### src/rtl/button_arbiter_pkg.sv
`default_nettype none
// ============================================================================
// Module      : btn_arb_pkg
// Description : Shared constants for the tug-of-war button arbiter:
//               FSM state encodings and default debounce sizing.
// Revision    : 1.0 - initial release
// ============================================================================
package btn_arb_pkg;

    // Arbiter FSM state encoding (1 bit, explicit width)
    localparam logic [0:0] ARMED  = 1'b0;
    localparam logic [0:0] LOCKED = 1'b1;

    // Default debounce window: ~10 ms at 50 MHz
    localparam int DEB_CYCLES_DEF = 500000;
    localparam int CNT_W_DEF      = 20;

endpackage : btn_arb_pkg
`default_nettype wire

### src/rtl/button_arbiter_if.sv
`default_nettype none
// ============================================================================
// Module      : button_arbiter_if
// Description : Signal bundle between the button arbiter and its environment.
//               slave  : arbiter side (buttons/control in, decisions out)
//               master : environment side (drives buttons/control)
// Ports       : pbl, pbr     raw pushbuttons (async, active-high)
//               clr          round-clear pulse, re-arms the arbiter
//               leds_on      round lights lit (presses legal)
//               l_adv/r_adv  one-cycle rope advance pulses
//               l_jump/r_jump sticky early-press flags
//               locked       decision made, awaiting clr
// Revision    : 1.0 - initial release
// ============================================================================
interface button_arbiter_if;

    logic pbl;
    logic pbr;
    logic clr;
    logic leds_on;
    logic l_adv;
    logic r_adv;
    logic l_jump;
    logic r_jump;
    logic locked;

    modport slave (
        input  pbl, pbr, clr, leds_on,
        output l_adv, r_adv, l_jump, r_jump, locked
    );

    modport master (
        output pbl, pbr, clr, leds_on,
        input  l_adv, r_adv, l_jump, r_jump, locked
    );

endinterface : button_arbiter_if
`default_nettype wire

### src/rtl/button_arbiter_debounce.sv
`default_nettype none
// ============================================================================
// Module      : btn_debounce
// Description : One pushbutton conditioner: 2-flop synchroniser, consecutive-
//               cycle debounce counter, registered rising-edge detector.
// Ports       : clk, rst     clock / synchronous active-high reset
//               raw          asynchronous raw button level
//               press        one-cycle pulse on debounced 0->1
// Revision    : 1.0 - initial release
// ============================================================================
module btn_debounce
    import btn_arb_pkg::*;
#(
    parameter int DEB_CYCLES = DEB_CYCLES_DEF,
    parameter int CNT_W      = CNT_W_DEF
) (
    input  wire logic clk,
    input  wire logic rst,
    input  wire logic raw,
    output logic      press
);

    // Count value on the last of DEB_CYCLES consecutive mismatch cycles
    localparam logic [CNT_W-1:0] c_cnt_last = CNT_W'(DEB_CYCLES - 1);

    logic             r_sync1;
    logic             r_sync2;
    logic             r_level;
    logic             r_level_d;
    logic             r_press;
    logic [CNT_W-1:0] r_cnt;

    always_ff @(posedge clk) begin
        if (rst) begin
            r_sync1   <= 1'b0;
            r_sync2   <= 1'b0;
            r_level   <= 1'b0;
            r_level_d <= 1'b0;
            r_press   <= 1'b0;
            r_cnt     <= '0;
        end else begin
            r_sync1 <= raw;
            r_sync2 <= r_sync1;
            // Count only while the synced value disagrees with the level;
            // any agreeing cycle restarts the window.
            if (r_sync2 != r_level) begin
                if (r_cnt == c_cnt_last) begin
                    r_level <= r_sync2;
                    r_cnt   <= '0;
                end else begin
                    r_cnt <= r_cnt + CNT_W'(1);
                end
            end else begin
                r_cnt <= '0;
            end
            r_level_d <= r_level;
            r_press   <= r_level & ~r_level_d;
        end
    end

    assign press = r_press;

endmodule : btn_debounce
`default_nettype wire

### src/rtl/button_arbiter.sv
`default_nettype none
// ============================================================================
// Module      : button_arbiter
// Description : Input stage for the tug-of-war game. Debounces both buttons,
//               picks one winner per round, emits one-cycle advance pulses and
//               locks until the game FSM pulses clr.
//               Build option: define BTN_ARB_JUMP_PENALTY_EN to penalise presses
//               made while the lights are off (the opponent advances and the
//               presser's jump flag is set). Undefined: such presses are ignored.
// Ports       : clk, rst     clock / synchronous active-high reset
//               bus          button_arbiter_if.slave (buttons, clr, leds_on in;
//                            l_adv, r_adv, l_jump, r_jump, locked out)
// Revision    : 1.0 - initial release
// ============================================================================
module button_arbiter
    import btn_arb_pkg::*;
#(
    parameter int DEB_CYCLES = DEB_CYCLES_DEF,
    parameter int CNT_W      = CNT_W_DEF
) (
    input  wire logic         clk,
    input  wire logic         rst,
    button_arbiter_if.slave   bus
);

    logic       w_press_l;
    logic       w_press_r;

    logic [0:0] r_state;
    logic [0:0] w_next_state;
    logic       r_l_adv;
    logic       r_r_adv;
    logic       r_l_jump;
    logic       r_r_jump;
    logic       w_l_adv;
    logic       w_r_adv;
    logic       w_l_jump;
    logic       w_r_jump;

    btn_debounce #(
        .DEB_CYCLES (DEB_CYCLES),
        .CNT_W      (CNT_W)
    ) u_deb_l (
        .clk   (clk),
        .rst   (rst),
        .raw   (bus.pbl),
        .press (w_press_l)
    );

    btn_debounce #(
        .DEB_CYCLES (DEB_CYCLES),
        .CNT_W      (CNT_W)
    ) u_deb_r (
        .clk   (clk),
        .rst   (rst),
        .raw   (bus.pbr),
        .press (w_press_r)
    );

    always_ff @(posedge clk) begin
        if (rst) begin
            r_state  <= ARMED;
            r_l_adv  <= 1'b0;
            r_r_adv  <= 1'b0;
            r_l_jump <= 1'b0;
            r_r_jump <= 1'b0;
        end else begin
            r_state  <= w_next_state;
            r_l_adv  <= w_l_adv;
            r_r_adv  <= w_r_adv;
            r_l_jump <= w_l_jump;
            r_r_jump <= w_r_jump;
        end
    end

    always_comb begin
        w_next_state = r_state;
        w_l_adv      = 1'b0;
        w_r_adv      = 1'b0;
`ifdef BTN_ARB_JUMP_PENALTY_EN
        w_l_jump     = r_l_jump;
        w_r_jump     = r_r_jump;
`else
        w_l_jump     = 1'b0;
        w_r_jump     = 1'b0;
`endif
        if (bus.clr) begin
            // clr wins over a same-cycle press; that press is dropped
            w_next_state = ARMED;
            w_l_jump     = 1'b0;
            w_r_jump     = 1'b0;
        end else begin
            case (r_state)
                ARMED: begin
                    // Simultaneous presses are a tie: nothing happens
                    if (w_press_l && !w_press_r) begin
                        if (bus.leds_on) begin
                            w_l_adv      = 1'b1;
                            w_next_state = LOCKED;
                        end
`ifdef BTN_ARB_JUMP_PENALTY_EN
                        else begin
                            w_r_adv      = 1'b1;
                            w_l_jump     = 1'b1;
                            w_next_state = LOCKED;
                        end
`endif
                    end else if (w_press_r && !w_press_l) begin
                        if (bus.leds_on) begin
                            w_r_adv      = 1'b1;
                            w_next_state = LOCKED;
                        end
`ifdef BTN_ARB_JUMP_PENALTY_EN
                        else begin
                            w_l_adv      = 1'b1;
                            w_r_jump     = 1'b1;
                            w_next_state = LOCKED;
                        end
`endif
                    end
                end
                default: begin
                    // LOCKED: presses are discarded until clr
                    w_next_state = LOCKED;
                end
            endcase
        end
    end

    assign bus.l_adv  = r_l_adv;
    assign bus.r_adv  = r_r_adv;
    assign bus.l_jump = r_l_jump;
    assign bus.r_jump = r_r_jump;
    assign bus.locked = (r_state == LOCKED);

endmodule : button_arbiter
`default_nettype wire
### src/flat_wrapper.sv
// flat-port wrapper written by rule: the top's interface ports become plain ports
module button_arbiter_flat import btn_arb_pkg::*;
#(
    parameter int DEB_CYCLES = DEB_CYCLES_DEF,
    parameter int CNT_W      = CNT_W_DEF
)
  (clk, rst, bus_pbl, bus_pbr, bus_clr, bus_leds_on, bus_l_adv, bus_r_adv, bus_l_jump, bus_r_jump, bus_locked);
  button_arbiter_if bus_i ();
  input  wire logic clk;
  input  wire logic rst;
  input wire logic [$bits(bus_i.pbl)-1:0] bus_pbl;
  input wire logic [$bits(bus_i.pbr)-1:0] bus_pbr;
  input wire logic [$bits(bus_i.clr)-1:0] bus_clr;
  input wire logic [$bits(bus_i.leds_on)-1:0] bus_leds_on;
  output wire logic [$bits(bus_i.l_adv)-1:0] bus_l_adv;
  output wire logic [$bits(bus_i.r_adv)-1:0] bus_r_adv;
  output wire logic [$bits(bus_i.l_jump)-1:0] bus_l_jump;
  output wire logic [$bits(bus_i.r_jump)-1:0] bus_r_jump;
  output wire logic [$bits(bus_i.locked)-1:0] bus_locked;
  assign bus_i.pbl = bus_pbl;
  assign bus_i.pbr = bus_pbr;
  assign bus_i.clr = bus_clr;
  assign bus_i.leds_on = bus_leds_on;
  assign bus_l_adv = bus_i.l_adv;
  assign bus_r_adv = bus_i.r_adv;
  assign bus_l_jump = bus_i.l_jump;
  assign bus_r_jump = bus_i.r_jump;
  assign bus_locked = bus_i.locked;
  button_arbiter #(.DEB_CYCLES(DEB_CYCLES), .CNT_W(CNT_W)) u_core (.clk(clk), .rst(rst), .bus(bus_i));
endmodule
### config.mk
export PLATFORM = sky130hd
export DESIGN_NAME = button_arbiter_flat
export DESIGN_NICKNAME = d
export VERILOG_FILES = /design/src/rtl/button_arbiter_pkg.sv /design/src/rtl/button_arbiter_if.sv /design/src/rtl/button_arbiter_debounce.sv /design/src/rtl/button_arbiter.sv /design/src/flat_wrapper.sv
export SDC_FILE = /design/constraint.sdc
export NUM_CORES = 1
export LEC_CHECK = 0
export CORE_UTILIZATION = 59
export CTS_CLUSTER_DIAMETER = 120
export DETAILED_ROUTE_END_ITERATION = 8
export GPL_TIMING_DRIVEN = 0
export PLACE_DENSITY = 0.78
export SYNTH_ARGS = -nofsm -noshare
export SYNTH_HDL_FRONTEND = slang
export SYNTH_HIERARCHICAL = 1
export SYNTH_SLANG_ARGS = --single-unit
### constraint.sdc
create_clock -name clk -period 2.05 [get_ports clk]
set_input_delay 0.41 -clock clk [delete_from_list [all_inputs] [get_ports clk]]
set_output_delay 0.41 -clock clk [all_outputs]
set_load 0.01 [all_outputs]
# Word level (Yosys, flattened, before mapping)
# Cells that the tools add are included.
dict set report word_totals {
  ff_bits 53
  in_bits 6
  elab_cells 43
}
dict set report op_classes {
  n_addsub 2
  eq_ne 4
  n_mux 4
  bitwise_logic 7
  reduce_logical 11
}
# cell n
set ops {}
lappend ops {{adder 20 x 1 -> 20 bit, second input constant} 2}
lappend ops {{equality test 20 x 19 -> 1 bit, second input constant} 2}
lappend ops {{OR reduction 4 bit} 2}
lappend ops {{OR reduction 3 bit} 2}
lappend ops {{inverter 1 bit} 5}
lappend ops {{2-to-1 mux 1 bit} 4}
lappend ops {{AND reduction 2 bit} 2}
lappend ops {{AND 1 bit} 2}
lappend ops {{logical AND 1 bit} 2}
lappend ops {{logical NOT 1 bit} 2}
lappend ops {{inequality test 1 bit} 2}
lappend ops {{OR reduction 2 bit} 1}

# Longest topological paths before layout
# Gate-level depths: netlist of run 1.
dict set report depth {
  depth_word 5
  mapped_depth 7
  depth_no_buf 5
}

# Modules after synthesis
# The synthesis of run 1 kept the hierarchy.
# module instances cells_each area_each_um2
set by_module_without_submodules {}
lappend by_module_without_submodules {btn_debounce 2 113 1073.5}
lappend by_module_without_submodules {button_arbiter 1 13 138.9}

# Worst setup path after synthesis of run 1
# OpenSTA, ideal clock, no wires.
dict set report synth_path {
  kind {register to register}
  startpoint {register u_core.u_deb_l.r_cnt[0]}
  endpoint {register u_core.u_deb_l.r_cnt[2]}
  setup_ps 115
  arrival_time_ps 1467
  t_required_ps 1935
  setup_slack_ps 469
  path_stages_with_launch 8
  path_buffers 2
  period_less_slack_ps 1581
  cell_sequence {dfxtp_1 > ha_1 > and4_1 > buf_2 > nand3_1 > o21ai_4 > buf_6 > nor2_1}
}
dict set report synth_via {
  elab_chain_cells 2
}
# item line
set synth_lines {}
lappend synth_lines {{start, declared} button_arbiter_debounce.sv:31} ;# logic [CNT_W-1:0] r_cnt;
lappend synth_lines {{start signal, assigned} button_arbiter_debounce.sv:51} ;# r_cnt <= r_cnt + CNT_W'(1);
lappend synth_lines {{parallel branches: the longest is 2 deep, another holds adder 20 x 1 -> 20 bit} --}
# Parallel ways; which one is timed is not known.
# A chain may end at the register's enable or synchronous reset.

# Final worst setup path of run 1
dict set report layout_path {
  startpoint {register u_core.u_deb_r.r_cnt[0]}
  endpoint {register u_core.u_deb_r.r_cnt[10]}
}
dict set report layout_via {
  elab_chain_cells 2
}
# item line
set layout_lines {}
lappend layout_lines {{start, declared} button_arbiter_debounce.sv:31}
lappend layout_lines {{start signal, assigned} button_arbiter_debounce.sv:51}
lappend layout_lines {{parallel branches: the longest is 2 deep, another holds adder 20 x 1 -> 20 bit} --}
# Parallel ways; which one is timed is not known.

==> results of run 1 <==
-- power by group through the flow --
| stage | clock [W] | sequential (W) | combinational, W |
|---|---|---|---|
| after floorplan | 0 | 0.00106 | 0.0000206 |
| after global placement | 0 | 0.00106 | 0.0000358 |
| after detailed placement | 0 | 0.00106 | 0.0000362 |
| after CTS | 0.000579 | 0.00104 | 0.0000363 |
| after global routing | 0.000627 | 0.00104 | 0.0000394 |
| final | 0.000562 | 0.00104 | 0.0000358 |
-- path summary, 6_finish.rpt --
path,startpoint,to
hold reg to reg,u_core/u_deb_r/r_level_d$_SDFF_PP0_,u_core/u_deb_r/press$_SDFF_PP0_
hold / removal,u_core/u_deb_r/r_level_d$_SDFF_PP0_,u_core/u_deb_r/press$_SDFF_PP0_
setup / recovery,u_core/u_deb_r/r_cnt[0]$_SDFF_PP0_,u_core/u_deb_r/r_cnt[10]$_SDFF_PP0_
setup reg to reg,u_core/u_deb_r/r_cnt[0]$_SDFF_PP0_,u_core/u_deb_r/r_cnt[10]$_SDFF_PP0_
-- Yosys cell counts, types with 5 or more instances --
cell type	instances	area (sq um)
sky130_fd_sc_hd__xnor2_1	5	43.8
sky130_fd_sc_hd__nor2_1	33	124
sky130_fd_sc_hd__dfxtp_1	53	1060
sky130_fd_sc_hd__nand3_1	12	60.1
sky130_fd_sc_hd__o21ai_0	8	40.0
sky130_fd_sc_hd__nand4_1	10	62.6
sky130_fd_sc_hd__or3_1	8	50.1
sky130_fd_sc_hd__inv_1	7	26.3
sky130_fd_sc_hd__a21oi_1	12	60.1
sky130_fd_sc_hd__nand2_1	10	37.5
sky130_fd_sc_hd__and4_1	8	70.1
sky130_fd_sc_hd__xor2_1	22	193
-- state kept, by name (all words and copies together) (netlist names) --
name / flops
u_core/u_deb_l/r_cnt: 20
u_core/u_deb_r/r_cnt: 20
u_core/bus.l_adv: 1
u_core/bus.locked: 1
u_core/bus.r_adv: 1
u_core/u_deb_l/press: 1
u_core/u_deb_l/r_level: 1
u_core/u_deb_l/r_level_d: 1
u_core/u_deb_l/r_sync1: 1
u_core/u_deb_l/r_sync2: 1
u_core/u_deb_r/press: 1
u_core/u_deb_r/r_level: 1
u_core/u_deb_r/r_level_d: 1
u_core/u_deb_r/r_sync1: 1
u_core/u_deb_r/r_sync2: 1
-- layout make-up --
class                      instances  area (sq um)  area share (%)
inverter                           7          26.3            1.05
timing repair buffer               8          80.1            3.19
sequential                        53          1060            42.2
clock buffer                       7          76.3            3.04
multi-input combinational        172          1140            45.3
tap                               48          60.1            2.39
buffer                             8          62.6            2.49
clock inverter                     1          7.51           0.299
-- metrics by stage --
stage                     worst slack, ns  utilization (%)
final                               0.215             68.1
after global routing               0.0793             68.1
after CTS                           0.199             68.1
after detailed placement            0.106             65.9
after global placement              0.102             65.9
after floorplan                     0.469                -
-- kinds of logic after synthesis --
kind of cell	Yosys count
XOR/XNOR	27
flip-flops	53
AO/OA/AOI/OAI	27
multiplexers	2
adder cells (fa/ha/maj)	2
AND/OR/NAND/NOR	112
other	1
buffers and inverters	15
-- metal layers --
| layer | wire [um] | track usage [%] |
|---|---|---|
| met5 | 0 | 0 |
| met4 | 61 | 8.61 |
| met3 | 122 | 5.89 |
| met2 | 1690 | 31.2 |
| met1 | 1870 | 27.2 |
==> run summary, run 1 <==
==================================================================================================
Buffers plus inverters on the worst setup path                                                   2
Data arrival, critical path                                                                2.04 ns
Max_cap viols                                                                                    0
Post-Syn Area                                                                           2290 sq um
Number of gates resized after cts                                                                0
Area growth from synthesis to layout                                                         9.96%
Critical path fanouts, max                                                                      10
Final cell count without fillers                                                               304
Library cells used by synthesis                                                                 34
Share of cell area taken by muxes after synthesis                                           0.876%
Weighted congestion reported at the end of routability-driven placement                      0.812
Pre-antenna DRT Iters                                                                            4
Total number of placement rows                                                                  22
Level count of the clock H-tree                                                                  2
Die X                                                                                      64.2 um
Die height                                                                                 64.2 um
Most common flop cell mapped by yosys                                                 sky130_fd_sc_hd__dfxtp_1
Quantity of hold-fixing buffers added after cts                                                  0
Power after layout                                                                       0.00163 W
Clock network fraction of total power                                                        34.4%
Part of the power in registers                                                               63.4%
Final hold violations                                                                            0
Half-perimeter wire length after placement                                                 2.58 mm
Clock tree from TritonCTS                                                                    built
Floorplan Core Area                                                                     3690 sq um
Post-detailed-routing wire length                                                          3.74 mm
Pwr per Cell Area                                                                      650 nW/um^2
Final setup violation count                                                                      0
Synthesized-area fraction occupied by xor and xnor cells                                     10.3%
Number of buffers inserted by port buffering                                                     8
Top-level I/O count                                                                             11
Largest clock skew in the final design                                                  0.00772 ns
Number of vias per cell                                                                       5.45
Synthesized instance count                                                                     239
Number of inserted diodes                                                                        0
Final worst path period need                                                               1.84 ns
Instance area at placement                                                              2430 sq um
Clock latency reported for the late side of the worst-skew pair                            0.31 ns
EDFF count, synth                                                                                0
Most common cell after layout, fill and taps aside                                    sky130_fd_sc_hd__dfxtp_1
Initial core utilization                                                                     62.0%
Power spent charging and discharging nets                                               0.000339 W
Number of stages on the worst hold path                                                          1
Number of clock buffers inserted by TritonCTS                                                    5
Gate family responsible for the most delay along the worst path                       simple AND/OR/NAND/NOR gates
Part of the total power dissipated in combinational logic                                     2.2%
DP Cell Count                                                                                  296
Antenna viol nets, final                                                                         0
Number of sinks driven by the clock tree                                                        53
Result of the run                                                                     complete, no violations
Area fraction in compound gates after synthesis                                              7.50%
Worst vdd rail ir drop                                                                    0.549 mV
Cell count along the critical path                                                               7
Share of the yosys chip area belonging to registers                                          46.4%
Number of global-route vias before repair                                                    1,510
Adder-Cell Fraction of Synth Area                                                            1.09%
Setup Fix Bufs, Post-CTS                                                                         0
Type of the most critical hold path                                                   flip-flop to flip-flop
Asr flop ratio synth                                                                            0%
Global-route wire length before repair                                                     6.56 mm
Total number of vias                                                                         1,657
Dominant combinational cell family by area after synthesis                            simple AND/OR/NAND/NOR gates
Highest attainable clock frequency                                                         545 MHz
Required time at the worst-slack endpoint                                                  2.26 ns
Worst-case register-to-register setup slack                                                0.21 ns
Number of warning messages in the yosys log                                                      6
Global-route usage over all layers                                                           20.6%
Library cell contributing the largest single delay on the critical path               sky130_fd_sc_hd__dfxtp_1
Clock transition time at the flip-flop clock pins of the worst setup and hold paths        0.09 ns
Leading cell types in the layout, fill and taps excluded                              sky130_fd_sc_hd__dfxtp_1, sky130_fd_sc_hd__nor2_1, sky130_fd_sc_hd__xor2_1, sky130_fd_sc_hd__nand3_1, sky130_fd_sc_hd__a21oi_1
Max-slew violations                                                                              0
Int Pwr                                                                                  0.00129 W
Net switching fraction of the power                                                          20.7%
Die ar.                                                                                 4130 sq um
Setup TNS                                                                                     0 ns
P_leak                                                                                    0.859 nW
Worst reg2reg path depth                                                                         7
Post-route design area                                                                  2510 sq um
Crit path launch type                                                                    flip-flop
Worst Setup Path Type                                                                 flip-flop to flip-flop
Count of routing violations after the opening detailed-route iteration                          61
Number of nets at the end of the flow                                                          263
Maximum number of pins on one net before global-route repair                                    16
Buffer type at the clock tree root                                                    sky130_fd_sc_hd__clkbuf_8
Critical-path cell list                                                               ha_1, and4_1, buf_2, nand3_1, o21ai_4, buf_6, nor2_1
Fraction of the cycle the final worst path needs                                             89.5%
Average wire per standard cell                                                             12.3 um
Number of buffers on the longest clock path                                                      2
Critical path's largest stage delay                                                        0.38 ns
Initial antenna violation count                                                                  0
Area share of and/or/nand/nor cells after synthesis                                          29.7%
Number of filler cells placed in the layout                                                    305
Mean Syn Cell Area                                                                      9.56 sq um
Residual DRC                                                                                     0
Tightest hold margin                                                                      0.389 ns
Fraction of final layout cells with drive strength greater than 1                            9.38%
Grt ovf                                                                                          0
Setup repair after global routing missed its margin                                          false
Number of synthesized register bits                                                             53
CP endpoint kind                                                                         flip-flop
==================================================================================================
No activity file was read; power rests on OpenSTA's default activity.
==> inputs of run 2 (changes only) <==
--- a/config.mk
+++ b/config.mk
@@ -5,12 +5,12 @@
 export SDC_FILE = /design/constraint.sdc
 export NUM_CORES = 1
 export LEC_CHECK = 0
-export CORE_UTILIZATION = 59
+export CORE_MARGIN = 2
+export CORE_UTILIZATION = 58
 export CTS_CLUSTER_DIAMETER = 120
 export DETAILED_ROUTE_END_ITERATION = 8
 export GPL_TIMING_DRIVEN = 0
-export PLACE_DENSITY = 0.78
+export PLACE_DENSITY = 0.77
 export SYNTH_ARGS = -nofsm -noshare
 export SYNTH_HDL_FRONTEND = slang
-export SYNTH_HIERARCHICAL = 1
 export SYNTH_SLANG_ARGS = --single-unit
==> run 2 against run 1 <==
Net effect:
- die area up 6.8%
- sequential cell count unchanged
- power up 10%
- hold slack worse by 0.011 ns
- sequential share of layout area down 0.50 points
- sequential power about the same
- core utilization up 0.81 points
- cell area up 1.2%
- via count up 2.9%
- clock power up 30%
- non-clock buffer count unchanged
- cell count up 2.3%
- largest cell class unchanged
- highest routed layer unchanged
==> run summary, run 2 <==
==================================================================================================
Required time at the worst-slack endpoint                                                  2.27 ns
Most common cell after layout, fill and taps aside                                    sky130_fd_sc_hd__dfxtp_1
Critical-path cell list                                                               ha_2, and3_2, nand4_1, or4b_2, o21ai_0
Weighted congestion reported at the end of routability-driven placement                      0.800
Number of vias per cell                                                                       5.48
Number of global-route vias before repair                                                    1,538
Setup TNS                                                                                     0 ns
Share of the yosys chip area belonging to registers                                          47.0%
Floorplan Core Area                                                                     3690 sq um
Final setup violation count                                                                      0
Initial antenna violation count                                                                  0
Global-route usage over all layers                                                           19.2%
Area share of and/or/nand/nor cells after synthesis                                          31.1%
Fraction of final layout cells with drive strength greater than 1                            10.3%
Number of sinks driven by the clock tree                                                        53
Pwr per Cell Area                                                                      708 nW/um^2
Level count of the clock H-tree                                                                  2
Global-route wire length before repair                                                     6.55 mm
Die X                                                                                      66.4 um
Antenna viol nets, final                                                                         0
Top-level I/O count                                                                             11
Number of nets at the end of the flow                                                          270
Clock tree from TritonCTS                                                                    built
Initial core utilization                                                                     61.2%
Library cell contributing the largest single delay on the critical path               sky130_fd_sc_hd__or4b_2
Post-detailed-routing wire length                                                          3.76 mm
Max-slew violations                                                                              0
Clock transition time at the flip-flop clock pins of the worst setup and hold paths        0.10 ns
Die height                                                                                 66.4 um
Final worst path period need                                                               1.94 ns
Setup repair after global routing missed its margin                                          false
Critical path fanouts, max                                                                       5
Post-Syn Area                                                                           2260 sq um
Top cells by area, synth                                                              sky130_fd_sc_hd__dfxtp_1, sky130_fd_sc_hd__nor2_1, sky130_fd_sc_hd__xnor2_1
Average wire per standard cell                                                             12.1 um
Number of buffers on the longest clock path                                                      2
P_leak                                                                                    0.800 nW
Buffers plus inverters on the worst setup path                                                   0
Leading cell types in the layout, fill and taps excluded                              sky130_fd_sc_hd__dfxtp_1, sky130_fd_sc_hd__nor2_1, sky130_fd_sc_hd__nand3_1, sky130_fd_sc_hd__xnor2_1, sky130_fd_sc_hd__xor2_1
Final hold violations                                                                            0
Synthesized instance count                                                                     246
Count of routing violations after the opening detailed-route iteration                         108
Most area-hungry cell type in the Yosys netlist                                       sky130_fd_sc_hd__dfxtp_1
Worst Setup Path Type                                                                 flip-flop to flip-flop
Area growth from synthesis to layout                                                         12.7%
Most common flop cell mapped by yosys                                                 sky130_fd_sc_hd__dfxtp_1
Asr flop ratio synth                                                                            0%
Pre-antenna DRT Iters                                                                            4
Buffer type at the clock tree root                                                    sky130_fd_sc_hd__clkbuf_8
Top cell types by occurrence after synthesis                                          sky130_fd_sc_hd__dfxtp_1, sky130_fd_sc_hd__nor2_1, sky130_fd_sc_hd__nand3_1
Highest attainable clock frequency                                                         515 MHz
Data arrival, critical path                                                                2.16 ns
Adder-Cell Fraction of Synth Area                                                            1.11%
Measured slew at the worst slew-check pin                                                 0.589 ns
Total number of placement rows                                                                  22
Slew HR                                                                                      60.4%
Critical path's largest stage delay                                                        0.67 ns
Number of buffers inserted by port buffering                                                     8
Dominant combinational cell family by area after synthesis                            simple AND/OR/NAND/NOR gates
Die ar.                                                                                 4410 sq um
Share of Yosys cell area claimed by the top area cell type                                   47.0%
Total number of vias                                                                         1,705
EDFF count, synth                                                                                0
Worst vdd rail ir drop                                                                    0.553 mV
Number of filler cells placed in the layout                                                    310
Fraction of the cycle the final worst path needs                                             94.7%
Max_cap viols                                                                                    0
Number of inserted diodes                                                                        0
Area fraction in compound gates after synthesis                                              4.82%
Result of the run                                                                     complete, no violations
Residual DRC                                                                                     0
Number of synthesized register bits                                                             53
Library cells used by synthesis                                                                 37
Synthesized-area fraction occupied by xor and xnor cells                                     11.6%
Setup Fix Bufs, Post-CTS                                                                         0
Gate family responsible for the most delay along the worst path                       simple AND/OR/NAND/NOR gates
Maximum number of pins on one net before global-route repair                                    17
CP endpoint kind                                                                         flip-flop
Worst slack, placed                                                                      -0.226 ns
Half-perimeter wire length after placement                                                 2.67 mm
Type of the most critical hold path                                                   flip-flop to flip-flop
Crit path launch type                                                                    flip-flop
Share of cell area taken by muxes after synthesis                                           0.887%
Mean Syn Cell Area                                                                      9.18 sq um
Registers with the most flip-flops                                                    u_core.u_deb_l.r_cnt x20, u_core.u_deb_r.r_cnt x20
Final worst setup slack                                                                   0.110 ns
Number of clock buffers inserted by TritonCTS                                                    5
Count leader, synth                                                                   sky130_fd_sc_hd__dfxtp_1
Grt ovf                                                                                          0
Largest clock skew in the final design                                                   0.0101 ns
Number of warning messages in the yosys log                                                      0
Clock latency reported for the late side of the worst-skew pair                            0.31 ns
==================================================================================================
-- run 2: cell families (layout without fill, tap and decap cells) --
family	Yosys count	in the layout
AO/OA/AOI/OAI	19	19
XOR/XNOR	30	30
adder cells (fa/ha/maj)	2	2
buffers and inverters	15	31
flip-flops	53	53
multiplexers	2	2
other	1	2
AND/OR/NAND/NOR	124	124
-- run 2: layout make-up --
class	instances	area, sq um	area share (%)
Buffer	8	47.5	1.87
Clock buffer	6	82.6	3.25
Clock inverter	2	37.5	1.48
Inverter	7	26.3	1.03
Multi-Input combinational cell	179	1150	45.2
Sequential cell	53	1060	41.7
Tap cell	48	60.1	2.36
Timing Repair Buffer	8	80.1	3.15
-- run 2: path summary, 6_finish.rpt --
| kind | startpoint | to | slack, ns | depth (start not counted) |
|---|---|---|---|---|
| worst min register to register | u_core.u_deb_r.r_level_d$_SDFF_PP0_ | u_core.u_deb_r.press$_SDFF_PP0_ | 0.38 | 1 |
| worst max-delay path | u_core.u_deb_l.r_cnt[0]$_SDFF_PP0_ | u_core.u_deb_l.r_level$_SDFFE_PP0P_ | 0.11 | 5 |
| worst min-delay path | u_core.u_deb_r.r_level_d$_SDFF_PP0_ | u_core.u_deb_r.press$_SDFF_PP0_ | 0.38 | 1 |
| worst max register to register | u_core.u_deb_l.r_cnt[0]$_SDFF_PP0_ | u_core.u_deb_l.r_level$_SDFFE_PP0P_ | 0.11 | 5 |
-- run 2: routing by layer --
| layer | wire length [um] | vias to the layer above | GRT usage [%] |
|---|---|---|---|
| li1 | - | 891 | - |
| met1 | 1870 | 796 | 24.9 |
| met2 | 1760 | 14 | 30.6 |
| met3 | 85 | 4 | 3.58 |
| met4 | 39 | 0 | 9.18 |
| met5 | 0 | - | 0 |
-- run 2: timing repair --
action | in CTS | in global routing
setup endpoints to repair | 10 | 12
hold buffers | 0 | 0
gates resized for setup | 1 | 4
endpoints found under the hold margin | 0 | 0
-- run 2: through the flow --
| step | area (sq um) | total power (W) | instances | hold WS [ns] | utilization, % |
|---|---|---|---|---|---|
| 3_5_place_dp | 2400 | 0.00109 | 303 | 0.380 | 65.1 |
| 5_1_grt | 2540 | 0.00187 | 311 | 0.399 | 69.0 |
| 4_1_cts | 2520 | 0.00182 | 311 | 0.386 | 68.5 |
| 2_1_floorplan | 2260 | 0.00108 | 247 | 0.368 | - |
| 6_report | 2540 | 0.00180 | 311 | 0.378 | 69.0 |
| 3_3_place_gp | 2400 | 0.00109 | 303 | 0.377 | 65.1 |
-- run 2: where the power goes --
| group | total (W) | switching (W) | internal (W) |
|---|---|---|---|
| clock | 0.000730 | 0.000333 | 0.000397 |
| combinational | 0.0000358 | 0.0000162 | 0.0000196 |
| sequential | 0.00104 | 0.00000257 | 0.00103 |
==> inputs of run 3 (changes only) <==
--- a/config.mk
+++ b/config.mk
@@ -10,7 +10,7 @@
 export CTS_CLUSTER_DIAMETER = 120
 export DETAILED_ROUTE_END_ITERATION = 8
 export GPL_TIMING_DRIVEN = 0
-export PLACE_DENSITY = 0.77
+export PLACE_DENSITY = 0.84
 export SYNTH_ARGS = -nofsm -noshare
 export SYNTH_HDL_FRONTEND = slang
 export SYNTH_SLANG_ARGS = --single-unit
==> run 3 against run 2 <==
Net effect:
- fmax decreased by 1.4%
- sequential share of layout area increased by 0.082 points
- largest cell class unchanged
- highest routed layer unchanged
- sequential power about the same
- non-clock buffer count unchanged
- register-to-register slack got worse by 0.03 ns
- clock-buffer cell count decreased by 1
- routed wire length increased by 4.0%
- via count increased by 1.7%
- global-route usage increased by 0.60 points
- sequential cell count unchanged
- setup slack got worse by 0.028 ns
==> run summary, run 3 (synthesis results as in run 2) <==
==================================================================================================
Endpoint of the worst hold-timing path                                                u_core.u_deb_r.press$_SDFF_PP0_
Type of the most critical hold path                                                   flip-flop to flip-flop
Total number of placement rows                                                                  22
Worst Setup Path Type                                                                 flip-flop to flip-flop
Crit path launch type                                                                    flip-flop
Number of filler cells placed in the layout                                                    280
Number of buffers inserted by port buffering                                                     8
Area growth from synthesis to layout                                                         12.5%
Fraction of final layout cells with drive strength greater than 1                            10.3%
Number of inserted diodes                                                                        0
Half-perimeter wire length after placement                                                 2.66 mm
Critical path fanouts, max                                                                       5
Setup TNS                                                                                     0 ns
Floorplan Core Area                                                                     3690 sq um
Global-route usage over all layers                                                           19.8%
Initial core utilization                                                                     61.2%
Power after layout                                                                       0.00178 W
Clock network fraction of total power                                                        39.7%
Pwr per Cell Area                                                                      701 nW/um^2
Registers with the most flip-flops                                                    u_core.u_deb_l.r_cnt x20, u_core.u_deb_r.r_cnt x20
Die X                                                                                      66.4 um
Die ar.                                                                                 4410 sq um
Number of buffers on the longest clock path                                                      2
Final setup violation count                                                                      0
Final cell count without fillers                                                               311
Tightest hold margin                                                                      0.393 ns
Result of the run                                                                     complete, no violations
DP Cell Count                                                                                  303
Count of routing violations after the opening detailed-route iteration                         104
Post-detailed-routing wire length                                                          3.91 mm
Worst-case register-to-register setup slack                                                0.08 ns
Fraction of the cycle the final worst path needs                                             96.0%
Max-slew violations                                                                              0
Clock transition time at the flip-flop clock pins of the worst setup and hold paths        0.10 ns
Power spent charging and discharging nets                                               0.000360 W
Weighted congestion reported at the end of routability-driven placement                      0.869
Measured slew at the worst slew-check pin                                                 0.513 ns
Int Pwr                                                                                  0.00142 W
Worst vdd rail ir drop                                                                    0.607 mV
Launching instance or port of the critical path                                       u_core.u_deb_l.r_cnt[0]$_SDFF_PP0_
Top-level I/O count                                                                             11
Number of nets at the end of the flow                                                          270
Number of stages on the worst hold path                                                          1
Maximum number of pins on one net before global-route repair                                    18
Pre-antenna DRT Iters                                                                            4
Average wire per standard cell                                                             12.6 um
Grt ovf                                                                                          0
Part of the power in registers                                                               58.2%
Leading cell types in the layout, fill and taps excluded                              sky130_fd_sc_hd__dfxtp_1, sky130_fd_sc_hd__nor2_1, sky130_fd_sc_hd__nand3_1, sky130_fd_sc_hd__xnor2_1, sky130_fd_sc_hd__xor2_1
Number of vias per cell                                                                       5.58
Total number of vias                                                                         1,734
Most common cell after layout, fill and taps aside                                    sky130_fd_sc_hd__dfxtp_1
Clock latency reported for the late side of the worst-skew pair                            0.31 ns
Final hold violations                                                                            0
Startpoint of the lowest-slack register-to-register path                              u_core.u_deb_l.r_cnt[0]$_SDFF_PP0_
Number of global-route vias before repair                                                    1,579
Max_cap viols                                                                                    0
Required time at the worst-slack endpoint                                                  2.29 ns
Setup Fix Bufs, Post-CTS                                                                         0
Highest attainable clock frequency                                                         508 MHz
Number of clock buffers inserted by TritonCTS                                                    5
Initial antenna violation count                                                                  0
Level count of the clock H-tree                                                                  2
Worst reg2reg path depth                                                                         5
Area occupied by multi-input gates                                                      1150 sq um
Register cell area after layout                                                         1060 sq um
Largest clock skew in the final design                                                  0.00912 ns
Global-route wire length before repair                                                     6.73 mm
Buffer type at the clock tree root                                                    sky130_fd_sc_hd__clkbuf_8
Net switching fraction of the power                                                          20.3%
Number of gates resized after cts                                                                1
Slew HR                                                                                      65.5%
Final worst path period need                                                               1.97 ns
Worst hold path startpoint                                                            u_core.u_deb_r.r_level_d$_SDFF_PP0_
Antenna viol nets, final                                                                         0
Worst reg2reg path endpoint                                                           u_core.u_deb_l.r_cnt[18]$_SDFF_PP0_
Number of sinks driven by the clock tree                                                        53
CP endpoint kind                                                                         flip-flop
Data arrival, critical path                                                                2.21 ns
Die height                                                                                 66.4 um
P_leak                                                                                    0.797 nW
Part of the total power dissipated in combinational logic                                     2.0%
Residual DRC                                                                                     0
Clock tree from TritonCTS                                                                    built
Quantity of hold-fixing buffers added after cts                                                  0
==================================================================================================
==> run 3: power by group through the flow <==
stage / registers [W] / logic [W] / clock network (W)
2_1_floorplan: 0.00106 / 0.0000203 / 0
6_report: 0.00104 / 0.0000358 / 0.000707
5_1_grt: 0.00104 / 0.0000396 / 0.000763
3_3_place_gp: 0.00106 / 0.0000339 / 0
4_1_cts: 0.00104 / 0.0000350 / 0.000722
3_5_place_dp: 0.00106 / 0.0000345 / 0
==> run 3: worst max-delay path by stage <==
| stage | to | slack [ns] | depth (start not counted) |
|---|---|---|---|
| finish | u_core.u_deb_l.r_cnt[18]$_SDFF_PP0_ | 0.08 | 5 |
| CTS | u_core.u_deb_l.r_cnt[15]$_SDFF_PP0_ | 0.06 | 6 |
| floorplan | u_core.u_deb_l.r_cnt[18]$_SDFF_PP0_ | 0.28 | 5 |
| global placement | u_core.u_deb_l.r_cnt[13]$_SDFF_PP0_ | -0.19 | 6 |
| global route | u_core.u_deb_l.r_level$_SDFFE_PP0P_ | -0.006 | 5 |
| detailed placement | u_core.u_deb_l.r_cnt[15]$_SDFF_PP0_ | -0.20 | 6 |
==> run 3: layer usage <==
layer,vias to the layer above,wire [um],global-route usage [%]
li1,894,-,-
met1,803,1830,23.6
met2,29,1890,33.5
met3,8,123,5.45
met4,0,59,7.91
met5,-,0,0
==> run 3: cell type report <==
class                           count  area share [%]
Clock inverter                      3            1.82
Inverter                            7            1.03
Sequential cell                    53            41.8
Clock buffer                        5            2.71
Multi-Input combinational cell    179            45.2
Timing Repair Buffer                8            3.15
Buffer                              8            1.87
Tap cell                           48            2.37
==> run 3: metrics by stage <==
| stage | cell area (sq um) | utilization, % | setup slack [ns] |
|---|---|---|---|
| finish | 2540 | 68.8 | 0.0819 |
| global route | 2540 | 68.8 | -0.00576 |
| CTS | 2520 | 68.3 | 0.0610 |
| detailed placement | 2400 | 65.1 | -0.203 |
| global placement | 2400 | 65.1 | -0.188 |
| floorplan | 2260 | - | 0.277 |
==> run 3: critical path, stage by stage (launching register included) <==
cell	delay, ns
sky130_fd_sc_hd__dfxtp_1	0.40
sky130_fd_sc_hd__ha_2	0.23
sky130_fd_sc_hd__nand3_1	0.16
sky130_fd_sc_hd__or4_4	0.59
sky130_fd_sc_hd__or4_1	0.43
sky130_fd_sc_hd__nand3_1	0.11
